==> src/rtl/decoder_pkg.sv <==
// Shared types and default parameter values for the decoder scan block.
package decoder_pkg;

    typedef enum logic [1:0] {
        IDLE   = 2'd0,
        DIRECT = 2'd1,
        SCAN   = 2'd2
    } state_t;

    localparam int DEF_SEL_W      = 4;
    localparam int DEF_DWELL      = 4;
    localparam bit DEF_ACTIVE_LOW = 1'b0;

    // A DWELL of 1 still needs a one-bit counter.
    function automatic int cnt_width(input int dwell);
        return (dwell > 1) ? $clog2(dwell) : 1;
    endfunction

endpackage

==> src/rtl/dwell_counter.sv <==
// Counts 0..DWELL-1 while enabled; o_tc flags the last cycle of a dwell period.
module dwell_counter
    import decoder_pkg::*;
#(
    parameter int DWELL = DEF_DWELL
) (
    input  logic clk,
    input  logic reset,
    input  logic i_clear,
    input  logic i_enable,
    output logic o_tc
);

    localparam int                CNT_W = cnt_width(DWELL);
    localparam logic [CNT_W-1:0]  LAST  = CNT_W'(DWELL - 1);

    logic [CNT_W-1:0] r_count;

    assign o_tc = (r_count == LAST);

    // NOTE: sequential state uses non-blocking assignments so every register samples pre-edge values.
    always_ff @(posedge clk or posedge reset) begin
        if (reset) begin
            r_count <= '0;
        end else if (i_clear) begin
            r_count <= '0;
        end else if (i_enable) begin
            r_count <= o_tc ? '0 : r_count + CNT_W'(1);
        end
    end

endmodule

==> src/rtl/decoder_scan.sv <==
// Registered one-hot decoder with direct-select and auto-scan modes.
module decoder_scan
    import decoder_pkg::*;
#(
    parameter int SEL_W      = DEF_SEL_W,
    parameter int DWELL      = DEF_DWELL,
    parameter bit ACTIVE_LOW = DEF_ACTIVE_LOW
) (
    input  logic                  clk,
    input  logic                  reset,
    input  logic                  enable,
    input  logic                  mode,
    input  logic [SEL_W-1:0]      select,
    output logic [2**SEL_W-1:0]   decoded,
    output logic [SEL_W-1:0]      index,
    output logic                  wrap
);

    localparam int              OUTS     = 2**SEL_W;
    localparam logic [OUTS-1:0] INACTIVE = {OUTS{ACTIVE_LOW}};

    state_t            r_state;
    state_t            w_next_state;
    logic [OUTS-1:0]   r_decoded;
    logic [SEL_W-1:0]  r_index;
    logic              r_wrap;

    logic              w_scanning;
    logic              w_tc;
    logic              w_active;
    logic [SEL_W-1:0]  w_index_nxt;
    logic              w_wrap_nxt;
    logic [OUTS-1:0]   w_decoded_nxt;

    always_ff @(posedge clk or posedge reset) begin
        if (reset) begin
            r_state <= IDLE;
        end else begin
            r_state <= w_next_state;
        end
    end

    // Every state reacts identically to the inputs, so the next state depends on them alone.
    always_comb begin
        w_next_state = IDLE;
        if (enable) begin
            w_next_state = mode ? SCAN : DIRECT;
        end
    end

    // The dwell count only survives while staying in SCAN; any other path restarts it.
    assign w_scanning = (r_state == SCAN) && (w_next_state == SCAN);

    dwell_counter #(
        .DWELL (DWELL)
    ) u_dwell (
        .clk      (clk),
        .reset    (reset),
        .i_clear  (!w_scanning),
        .i_enable (w_scanning),
        .o_tc     (w_tc)
    );

    // NOTE: every combinational output gets a default first so no path can infer a latch.
    always_comb begin
        w_index_nxt = r_index;
        w_wrap_nxt  = 1'b0;
        w_active    = 1'b0;
        unique case (w_next_state)
            DIRECT: begin
                w_index_nxt = select;
                w_active    = 1'b1;
            end
            SCAN: begin
                w_active = 1'b1;
                if (r_state != SCAN) begin
                    w_index_nxt = select;
                end else if (w_tc) begin
                    w_index_nxt = r_index + SEL_W'(1);
                    w_wrap_nxt  = (r_index == '1);
                end
            end
            default: begin
            end
        endcase
        w_decoded_nxt = (w_active ? (OUTS'(1) << w_index_nxt) : '0) ^ INACTIVE;
    end

    always_ff @(posedge clk or posedge reset) begin
        if (reset) begin
            r_decoded <= INACTIVE;
            r_index   <= '0;
            r_wrap    <= 1'b0;
        end else begin
            r_decoded <= w_decoded_nxt;
            r_index   <= w_index_nxt;
            r_wrap    <= w_wrap_nxt;
        end
    end

    assign decoded = r_decoded;
    assign index   = r_index;
    assign wrap    = r_wrap;

endmodule

==> config.mk <==
export PLATFORM = sky130hd
export DESIGN_NAME = decoder_scan
export DESIGN_NICKNAME = d
export VERILOG_FILES = /design/src/rtl/decoder_pkg.sv /design/src/rtl/dwell_counter.sv /design/src/rtl/decoder_scan.sv
export SDC_FILE = /design/constraint.sdc
export NUM_CORES = 1
export LEC_CHECK = 0
export ABC_AREA = 1
export CORE_MARGIN = 3
export CORE_UTILIZATION = 30
export DETAILED_ROUTE_END_ITERATION = 8
export SLEW_MARGIN = 15
export SYNTH_ARGS = -nofsm -noshare
export SYNTH_HDL_FRONTEND = slang
export SYNTH_SLANG_ARGS = --single-unit
==> constraint.sdc <==
create_clock -name clk -period 1.5 [get_ports clk]
set_input_delay 0.3 -clock clk [delete_from_list [all_inputs] [get_ports clk]]
set_output_delay 0.3 -clock clk [all_outputs]
set_load 0.01 [all_outputs]
Yosys cells after proc, flatten, opt, wreduce, memory -nomap -nowiden
Index checks and enable logic that the tools add are counted.

operators by class
  add/subtract/negate cells = 2
  equal/unequal tests = 6
  shift operators = 1
  mux-type cells = 12
  reductions and logical operators = 2

operators with widths
  cell                                               number
  two-way mux 16 bit                                 1
  << shifter 1 x 4 -> 16 bit (first input constant)  1
  two-way mux 2 bit                                  4
  two-way mux 4 bit                                  2
  one-hot mux 4 bit (2 select lines)                 1
  == test 2 bit (second input constant)              3
  adder 4 x 1 -> 4 bit (second input constant)       1
  == test 4 bit (second input constant)              1
  two-way mux 1 bit                                  4
  adder 2 x 1 -> 2 bit (second input constant)       1
  == test 2 x 1 -> 1 bit (second input constant)     1
  != test 2 bit (second input constant)              1
  OR reduction 2 bit                                 1
  logical AND 1 bit                                  1

storage, ports and cells
  register bits after elaboration = 25
  output and inout bits = 21
  logic and storage cells = 28

Depth between registers and ports, before layout
Gate-level depths: netlist of run 1.

  depth after elaboration = 6
  depth in mapped cells = 9
  depth with buffers taken out = 9

Cells and area by module
A second synthesis of run 1 with hierarchy kept.

second synthesis, totals
  cell total of the unflattened synthesis = 128
  area, all modules = 1094.8 µm²

modules (own cells, without submodules)
  module         times used  cells each  area each (µm²)  sequential area each (µm²)
  decoder_scan   1           115         991.0            575.6
  dwell_counter  1           13          103.8            50.0

Least setup slack after synthesis of run 1
OpenSTA, ideal clock, no wires.

  path kind = flip-flop to flip-flop
  start point = register r_index[0], in the netlist index[0]
  end point = register r_decoded[5], in the netlist decoded[5]
  library setup time = 0.073 ns
  data arrival time = 1.348 ns
  required time = 1.427 ns
  setup slack = 0.079 ns
  cell stages (with the launch flop) = 7
  path through = dfrtp_1 ha_1 nand2_1 nand3_1 a21oi_1 nand3_1 nor2_1

between the ends
  cells in the longest elaborated chain, start to end = 6

ends and longest elaborated chain
  item                                  RTL line            source
  start: declaration                    decoder_scan.sv:25  logic [SEL_W-1:0] r_index;
  start signal: assignment              decoder_scan.sv:96  r_index <= w_index_nxt;
  adder 4 x 1 -> 4 bit                  decoder_scan.sv:79  w_index_nxt = r_index + SEL_W'(1);
  two-way mux 4 bit                     decoder_scan.sv:78  end else if (w_tc) begin
  two-way mux 4 bit                     decoder_scan.sv:76  if (r_state != SCAN) begin
  one-hot mux 4 bit (2 select lines) *  decoder_scan.sv:69  unique case (w_next_state)
  << shifter 1 x 4 -> 16 bit *          decoder_scan.sv:86  w_decoded_nxt = (w_active ? (OUTS'(1) << w_index_nxt) : '0) ^ INACTIVE;
  two-way mux 16 bit *                  decoder_scan.sv:86
  net w_decoded_nxt[5]                  decoder_scan.sv:33  logic [OUTS-1:0] w_decoded_nxt;
  end signal: assignment                decoder_scan.sv:95  r_decoded <= w_decoded_nxt;
  end: declaration                      decoder_scan.sv:24  logic [OUTS-1:0] r_decoded;

The timed path passes the listed nets; every way through them passes the cells marked *.

Worst setup path after layout of run 1
  start point = input port mode
  end point = register r_decoded[7], in the netlist decoded[7]

between the ends
  cells in the longest elaborated chain, start to end = 6
  elaborated cells between the ends (all ways) = 9
  classes of those cells = 2 x eq/ne; 1 x shift; 5 x mux; 1 x reduce/logical

ends and longest elaborated chain
  item                                                            RTL line            source
  start: declaration                                              decoder_scan.sv:12  input logic mode,
  two-way mux 2 bit *                                             decoder_scan.sv:47  w_next_state = mode ? SCAN : DIRECT;
  two-way mux 2 bit *                                             decoder_scan.sv:46  if (enable) begin
  == test 2 bit / == test 2 x 1 -> 1 bit (equally long branches)  decoder_scan.sv:69
  one-hot mux 4 bit (2 select lines) *                            decoder_scan.sv:69
  net w_index_nxt[0]                                              decoder_scan.sv:31  logic [SEL_W-1:0] w_index_nxt;
  << shifter 1 x 4 -> 16 bit *                                    decoder_scan.sv:86
  two-way mux 16 bit *                                            decoder_scan.sv:86
  net w_decoded_nxt[7]                                            decoder_scan.sv:33

Marked as above.

==> results of run 1 <==
## placed cells by master, fill, tap and decap left out, drive strengths merged
| master | count |
|---|---|
| inv | 20 |
| dfrtp | 25 |
| dlymetal6s2s | 12 |
| o21ai | 1 |
| nor4 | 1 |
| clkbuf | 4 |
| clkdlybuf4s15 | 2 |
| nand2 | 31 |
| clkdlybuf4s50 | 6 |
| nand3 | 14 |
| dlygate4sd2 | 8 |
| nor2 | 21 |
| buf | 12 |
| o22ai | 1 |
| ha | 3 |
| nor3 | 1 |
| a21oi | 6 |
## cell families after synthesis
family	count (synthesis)	share of synthesized area
buf+inv	20	0.0692
simple gates	68	0.278
compound gates	8	0.0415
flops	25	0.577
fa+ha+maj	3	0.0346
## through the flow
stage	utilization	setup TNS, ns	area (µm²)	hold slack, ns
after global routing	0.475	0	1620	0.345
final	0.475	0	1620	0.315
after detailed placement	0.438	-3.56	1500	0.466
after CTS	0.449	0	1530	0.326
after floorplan	-	0	1080	0.327
after global placement	0.438	-2.92	1500	0.450
## what timing repair did
action,4_1_cts,5_1_grt
setup buffers,2,0
gates resized for setup,12,28
pin swaps,0,7
endpoints found under the setup margin,18,29
hold buffers,0,0
## state kept, by name, indices dropped and copies added, names as in the netlist
name	cells
decoded	16
index	4
r_state	2
u_dwell.r_count	2
wrap	1
## tightest hold or removal path: cells and delay by family
| family | cells | cell delay (ns) |
|---|---|---|
| buf+inv | 3 | 0.73 |
## routing by layer
| layer | vias to the layer above | global-route usage | routed length (µm) |
|---|---|---|---|
| li1 | 472 | - | - |
| met1 | 446 | 0.139 | 1050 |
| met3 | 2 | 0.0289 | 131 |
| met4 | 0 | 0.0228 | 18 |
| met2 | 21 | 0.195 | 1190 |
| met5 | - | 0 | 0 |
## power by group through the flow
stage / Sequential (µW) / Clock, µW / Combinational, µW
after floorplan: 754 / 0 / 125
after global placement: 735 / 0 / 289
after detailed placement: 736 / 0 / 292
after CTS: 719 / 301 / 295
after global routing: 723 / 331 / 344
final: 718 / 285 / 312
## worst paths after layout
path	startpoint	to	slack (ns)	cells after the start
min	reset	decoded[2]	0.31	3
max in group asynchronous	reset	index[2]	0.94	3
min in group clk	enable	r_state[0]	0.35	3
max	mode	decoded[7]	0.1	7
min reg2reg	u_dwell.r_count[0]	u_dwell.r_count[0]	0.52	1
max reg2reg	index[0]	decoded[4]	0.11	6
## area by class of cell
class / instances / area [µm²] / share of cell area
Tap cell: 46 / 57.6 / 0.0354
Clock buffer: 4 / 26.3 / 0.0162
Sequential cell: 25 / 626 / 0.385
Timing Repair Buffer: 40 / 394 / 0.243
Multi-Input combinational cell: 79 / 445 / 0.274
Inverter: 20 / 75.1 / 0.0462
==> results.tsv, run 1 <==
metric	value	unit
status	finished, final reports clean	
Fillers	320	
placeable core area	0.00342	mm²
die area	0.00437	mm²
Fmax achieved	714	MHz
area grow syn2layout	49.7	%
RSZ-0062 raised after global routing	false	
worst-margin pin slew	0.311	ns
Cell Chain, Critical Path	clkdlybuf4s50_1 -> nand2_2 -> a21oi_1 -> nand2_1 -> nand2_2 -> nand3_1 -> nor2_1	
clock share of power	0.217	
CP arrival	1.64	ns
Tcrit/Tclk final	0.934	
NumNets Final	180	
Sw Pwr	370	µW
initial drt markers	39	
share of synthesized registers carrying an async set or reset	1.00	
skew final	0.00683	ns
clk buf depth	2	
Total Wirelength	2.39	mm
synth cell count leaders	nand2_1 (29), dfrtp_1 (25), nor2_1 (19), inv_1 (17), nand3_1 (13)	
overall global routing resource usage	0.112	
largest net degree at the start of global routing	26	
delay of the slowest critical-path stage	0.54	ns
Clock transition at path regs	0.13	ns
Initial DRT Pass Iterations	4	
Max FO, Critical Path	5	
final cell count without fillers	214	
Syn Std Cell Area	0.00108	mm²
Slowest-stage cell, CP	clkdlybuf4s50_1	
WP buf/inv	1	
Reg power frac	0.546	
distinct cell type count after synthesis	16	
Starting Density	0.318	
Pleak	0.000992	µW
Ports	29	
gr ovfl total	0	
ys flop type	dfrtp_1	
max cap viols	0	
dpl ws	-0.223	ns
layout cells sized above 1	0.208	
first-pass GRT wire length	3.75	mm
final setup violation count	0	
most frequent cell on the critical path	nand2_2	
switch share	0.281	
worst setup path class	primary input to flop	
Final min period	1.40	ns
Worst IR Drop VDD	529	µV
Post-Synthesis Cells	124	
Mapped Avg Cell Area	8.75	µm²
Hold/Removal Path Class	primary input to asynchronous set/reset pin	
Req. time, crit path	1.74	ns
vias in the first global route	858	
# diodes	0	
biggest area consumer among synthesized cells	dfrtp_1	
Seq cells post-synth	25	
Tot Pwr	1320	µW
Clock Sinks	25	
Setup crit start kind	primary input	
number of synthesized flops with an enable pin	0	
endpoints failing hold	0	
Warnings, synthesis	0	
CTS root buf	clkbuf_4	
num rows	21	
synthesized net count	135	
I/O Buffers	28	
CTS tree	done	
Int Power	945	µW
Crit. End Element	flop	
initial antenna violation count	0	
Final GP Congestion	0.844	
Worst Slack Setup Final	0.0992	ns
count of final max-slew check failures	0	
via/cell ratio	4.40	
Die Ht	66.1	µm
CTS Buf Count	3	
worst skew pair latency	0.31	ns
vias	941	
Residual DRC	0	
wire per inst	11.1	µm
Final ANT Viol Nets	0	
Yosys top cell area share	0.577	
relative slew slack	0.792	
Comb pwr share	0.237	
top-count cell post-synth	nand2_1	
Pwr Density	810	mW/mm²
ranking of synthesized cells by area	dfrtp_1 (58%), nand2_1 (10%), nor2_1 (6.6%), nand3_1 (6.0%), inv_1 (5.9%)	
dpl cells	208	
CTS H-tree depth	1	
die width	66.1	µm
register area share after synthesis	0.577	
detailed placement HPWL	1.77	mm
crit-path leading delay family	simple AND/OR/NAND/NOR gates	
(Power assumes the default switching activity.)
==> run 2, diff against run 1 <==
- DONT_BUFFER_PORTS: default -> 1
==> run 2 against run 1 <==
  * Final area down 20%
  * Non-clock buffer count down 34
  * Wire length down 5.9%
  * Sequential power up 2.9%
  * Clock skew up 0.0015 ns
  * Clock power up 6%
  * Combinational power down 32%
  * Register-to-register slack about the same
  * Sequential share of layout area up 10 points
  * Global-route usage down 0.50 points
  * Critical path type is now flop to flop
==> results.tsv, run 2 (same netlist as run 1, synthesis figures left out) <==
metric	value	unit	change
via/cell ratio	4.47		+1.7%
first-pass GRT wire length	3.51	mm	-6.2%
CTS root buf	clkbuf_4		
reg2reg path depth	6		unchanged
dpl cells	175		-16%
final cell count without fillers	180		-16%
endpoints failing hold	0		unchanged
CTS tree	done		
met3 WL	159	µm	+21%
Total Wirelength	2.24	mm	-5.9%
Tcrit/Tclk final	0.926		-0.00779
wire per inst	12.5	µm	+12%
Post-CTS Setup Inserts	0		-2
relative slew slack	0.799		+0.00679
hold path endpoint	r_state[0]		
vias	805		-14%
vias in the first global route	786		-8.4%
R2R setup slack	0.11	ns	about the same
placeable core area	0.00342	mm²	unchanged
Starting Density	0.318		unchanged
Max FO, Critical Path	4		-1
Hold/Removal Path Class	primary input to flop		
RSZ-0062 raised after global routing	false		
clk buf depth	2		unchanged
Pleak	0.000618	µW	-38%
Initial DRT Pass Iterations	4		unchanged
Fmax achieved	720	MHz	+0.84%
die width	66.1	µm	unchanged
# diodes	0		unchanged
worst skew pair latency	0.32	ns	about the same
Clock Sinks	25		unchanged
Die Ht	66.1	µm	unchanged
worst setup path class	flop to flop		
Final ANT Viol Nets	0		unchanged
area grow syn2layout	19.4	%	
reg2reg end	decoded[9]		
WL met2	1.11	mm	-6.2%
Clock transition at path regs	0.14	ns	about the same
initial antenna violation count	0		unchanged
Crit. End Element	flop		
Worst Slack Setup Final	0.111	ns	+0.0117 ns
overall global routing resource usage	0.107		-0.00501
skew final	0.00833	ns	+0.00150 ns
r2r startpoint	index[0]		
Setup TNS	0	ns	unchanged
CTS H-tree depth	1		unchanged
gr ovfl total	0		unchanged
uppermost layer routed	met4		
dpl ws	0.0325	ns	+0.255 ns
Final GP Congestion	0.781		-7.5%
die area	0.00437	mm²	unchanged
initial drt markers	43		+10%
Worst IR Drop VDD	236	µV	-55%
largest net degree at the start of global routing	26		unchanged
Setup crit start kind	flop		
CP arrival	1.65	ns	about the same
Pwr Density	968	mW/mm²	+20%
Ports	29		unchanged
commonest non-fill, non-tap cell in the layout	nand2_1		
I/O Buffers	0		-100%
Final min period	1.39	ns	-0.0117 ns
NumNets Final	146		-19%
Worst Hold Depth	1		
worst-margin pin slew	0.301	ns	-0.0102 ns
layout cells sized above 1	0.216		+0.00808
hold_sp	mode		
wl on met1	946	µm	-9.9%
CTS Buf Count	3		unchanged
worst hold slack	0.0469	ns	-0.268 ns
final setup violation count	0		unchanged
count of final max-slew check failures	0		unchanged
status	finished, final reports clean		
num rows	21		unchanged
max cap viols	0		unchanged
Residual DRC	0		unchanged
max reg flops	16		unchanged
detailed placement HPWL	1.72	mm	-3.1%
Req. time, crit path	1.76	ns	+0.02 ns
most frequent cells in the layout	nand2_1 (26), dfrtp_1 (23), nor2_1 (19), inv_1 (17), nand3_1 (12)		
run 2: changes by cell type in the layout (fill, tap and decap cells not counted), moves of 2 or more:
| cell | previous run | this run |
|---|---|---|
| dlygate4sd2_1 | 8 | 0 |
| clkdlybuf4s15_1 | 2 | 0 |
| clkdlybuf4s50_1 | 6 | 0 |
| dfrtp_1 | 25 | 23 |
| dfrtp_2 | 0 | 2 |
| buf_4 | 11 | 4 |
| nand2_2 | 6 | 4 |
| dlymetal6s2s_1 | 12 | 0 |
run 2: worst max-delay path by stage:
stage / endpoint / slack, ns / startpoint
CTS: decoded[12] / 0.006 / index[0]
detailed placement: decoded[12] / 0.03 / index[0]
global placement: decoded[5] / 0.01 / index[0]
finish: decoded[9] / 0.11 / index[0]
floorplan: decoded[5] / 0.08 / index[0]
global route: decoded[8] / 0.003 / index[0]
run 2: what timing repair did:
item | in CTS | in global routing
hold buffers | 1 | 0
gates resized for setup | 0 | 18
hold endpoints to repair | 25 | 0
setup endpoints to repair | 0 | 16
run 2: power by group:
group          switching (µW)  total [µW]  internal, µW
logic                     139         211          72.1
clock network             201         303           102
registers                32.8         739           706
run 2: per-layer routing:
metal / vias up / global-route usage
li1: 402 / -
met1: 382 / 0.129
met2: 19 / 0.171
met3: 2 / 0.0323
met4: 0 / 0.0533
met5: - / 0
run 2: per-stage QoR:
stage                util  power (µW)  cell area, µm²
floorplan               -         879            1080
global placement    0.345         936            1180
detailed placement  0.345         941            1180
CTS                 0.357        1250            1220
global route        0.379        1330            1290
finish              0.379        1250            1290
run 2: area by class of cell:
type	instances	area, µm²
Tap cell	46	57.6
Inverter	20	75.1
Clock inverter	1	7.51
Timing Repair Buffer	6	51.3
Sequential cell	25	628
Clock buffer	3	22.5
Multi-Input combinational cell	79	453
Fill cell	346	2120
run 2: worst max-delay path, stage by stage (launching register included):
cell and delay (ns):
dfrtp_1 0.41, ha_1 0.29, nand2_1 0.07, nand3_1 0.14, a21oi_4 0.21, nand3_1 0.12
nor2_1 0.11
==> run 3, diff against run 2 <==
- GPL_TIMING_DRIVEN: default -> 0
- clock period: 1.5 -> 1.3 ns (I/O delays scaled with it)
==> run 3 against run 2 <==
  * The flow now finishes with violations (setup timing)
  * Sequential share of layout area fell by 2.7 points
  * Count of clock-buffer cells in the layout rose by 1
  * Wire length rose by 11%
  * Die area did not move
  * Maximum frequency fell by 3.6%
==> results.tsv, run 3 (same netlist as run 1, synthesis figures left out) <==
metric	value	unit	change
NumNets Final	141		-3.4%
Pwr Density	1080	mW/mm²	+12%
die area	0.00437	mm²	unchanged
Clock Sinks	25		unchanged
Initial DRT Pass Iterations	4		unchanged
gr ovfl total	0		unchanged
layout cells sized above 1	0.333		+0.117
Die Ht	66.1	µm	unchanged
CP endpoint	decoded[5]		
status	complete, but fails checks		
placeable core area	0.00342	mm²	unchanged
worst setup path class	flop to flop		
CTS tree	done		
Clock transition at path regs	0.13	ns	about the same
initial antenna violation count	0		unchanged
# diodes	0		unchanged
Post-CTS Setup Inserts	0		unchanged
reg2reg end	decoded[5]		
area grow syn2layout	26.5	%	
worst skew pair latency	0.31	ns	about the same
CTS Buf Count	3		unchanged
Total Wirelength	2.49	mm	+11%
Max FO, Critical Path	5		+1
Final min period	1.44	ns	+0.0512 ns
Worst Slack Setup Final	-0.140	ns	-0.251 ns
final setup violation count	16		+16
CTS root buf	clkbuf_4		
overall global routing resource usage	0.121		+0.0143
Starting Density	0.318		unchanged
detailed placement HPWL	1.71	mm	-0.45%
Final GP Congestion	0.799		+2.3%
largest net degree at the start of global routing	26		unchanged
r2r startpoint	index[1]		
Final ANT Viol Nets	0		unchanged
RSZ-0062 raised after global routing	true		
Crit. End Element	flop		
initial drt markers	71		+65%
skew final	0.00509	ns	-0.00324 ns
Setup crit start kind	flop		
endpoints failing hold	0		unchanged
final core occ	0.402		+0.0227
Critical Path Source	index[1]		
num rows	21		unchanged
via/cell ratio	4.71		+5.4%
vias	825		+2.5%
vias in the first global route	896		+14%
Tcrit/Tclk final	1.11		+0.182
Req. time, crit path	1.54	ns	-0.22 ns
R2R setup slack	-0.14	ns	-0.25 ns
Fmax achieved	694	MHz	-3.6%
clk buf depth	2		unchanged
I/O Buffers	0		unchanged
CP arrival	1.68	ns	+0.03 ns
most frequent cells in the layout	dfrtp_1 (23), nand2_1 (22), inv_1 (17), nor2_1 (15), nand3_2 (10)		
commonest non-fill, non-tap cell in the layout	dfrtp_1		
CTS H-tree depth	1		unchanged
wire per inst	14.2	µm	+14%
first-pass GRT wire length	4.11	mm	+17%
Worst IR Drop VDD	646	µV	+170%
relative slew slack	0.400		-0.400
Hold/Removal Path Class	primary input to asynchronous set/reset pin		
Residual DRC	0		unchanged
worst-margin pin slew	0.900	ns	+0.598 ns
Pleak	0.000636	µW	+3.0%
max cap viols	0		unchanged
failing checks	setup timing		
count of final max-slew check failures	0		unchanged
die width	66.1	µm	unchanged
Ports	29		unchanged
reg2reg path depth	6		unchanged
max reg flops	16		unchanged
Setup TNS	-1.82	ns	-1.82 ns
==> run 3: cell count changes in the layout (fill, tap and decap cells not counted), moves of 2 or more <==
| cell | before | now |
|---|---|---|
| a21oi_4 | 1 | 3 |
| nand2_1 | 26 | 22 |
| nand3_2 | 1 | 10 |
| buf_4 | 4 | 0 |
| nand2_4 | 1 | 5 |
| nand3_1 | 12 | 2 |
| nor2_1 | 19 | 15 |
| nor2_2 | 0 | 4 |
==> run 3: per-layer routing <==
layer / GRT usage / up-vias / wire length (µm)
met2: 0.214 / 21 / 1340
met1: 0.130 / 403 / 943
met3: 0.0493 / 4 / 168
met4: 0.0381 / 0 / 36
met5: 0 / - / 0
li1: - / 397 / -
==> run 3: how the worst min path moves through the flow <==
stage | cells past startpoint | endpoint | slack (ns) | start
after floorplan | 1 | decoded[0] | 0.29 | reset
after detailed placement | 1 | r_state[0] | 0.34 | mode
final | 1 | decoded[0] | 0.02 | reset
after global routing | 1 | decoded[0] | 0.08 | reset
after CTS | 1 | decoded[0] | 0.05 | reset
after global placement | 1 | r_state[0] | 0.34 | mode
==> run 3: final cells by class <==
cell class	count	area (µm²)
Fill cell	347	2040
Sequential cell	25	628
Multi-Input combinational cell	79	573
Inverter	20	77.6
Tap cell	46	57.6
Clock buffer	4	26.3
Timing Repair Buffer	1	10.0
==> run 3: repair_timing <==
item / in CTS / in global routing
gates resized for setup: 23 / 14
endpoints found under the hold margin: 1 / 0
setup endpoints to repair: 16 / 19
hold buffers: 1 / 0
pin swaps: 22 / 18
==> run 3: through the flow <==
stage          setup slack (ns)  instances  instance area [µm²]  total power [µW]  hold slack, ns
4_1_cts                  -0.138        175                 1320              1460          0.0488
3_3_place_gp             -0.174        170                 1160              1060           0.343
6_report                 -0.140        175                 1370              1480          0.0187
3_5_place_dp             -0.191        170                 1160              1070           0.342
2_1_floorplan           -0.0215        124                 1110              1020           0.287
5_1_grt                  -0.209        175                 1370              1570          0.0787
==> run 3: critical path, stage by stage, from the launching register on <==
cell     delay (ns)
dfrtp_2        0.51
ha_4           0.27
nand2_4        0.06
nand3_4        0.08
a21oi_4        0.22
nand3_2        0.13
nor2_2         0.11
==> run 3: power by group <==
group / total [µW] / switching, µW / internal, µW
clock network: 330 / 210 / 120
registers: 874 / 58.0 / 816
logic: 278 / 187 / 90.3
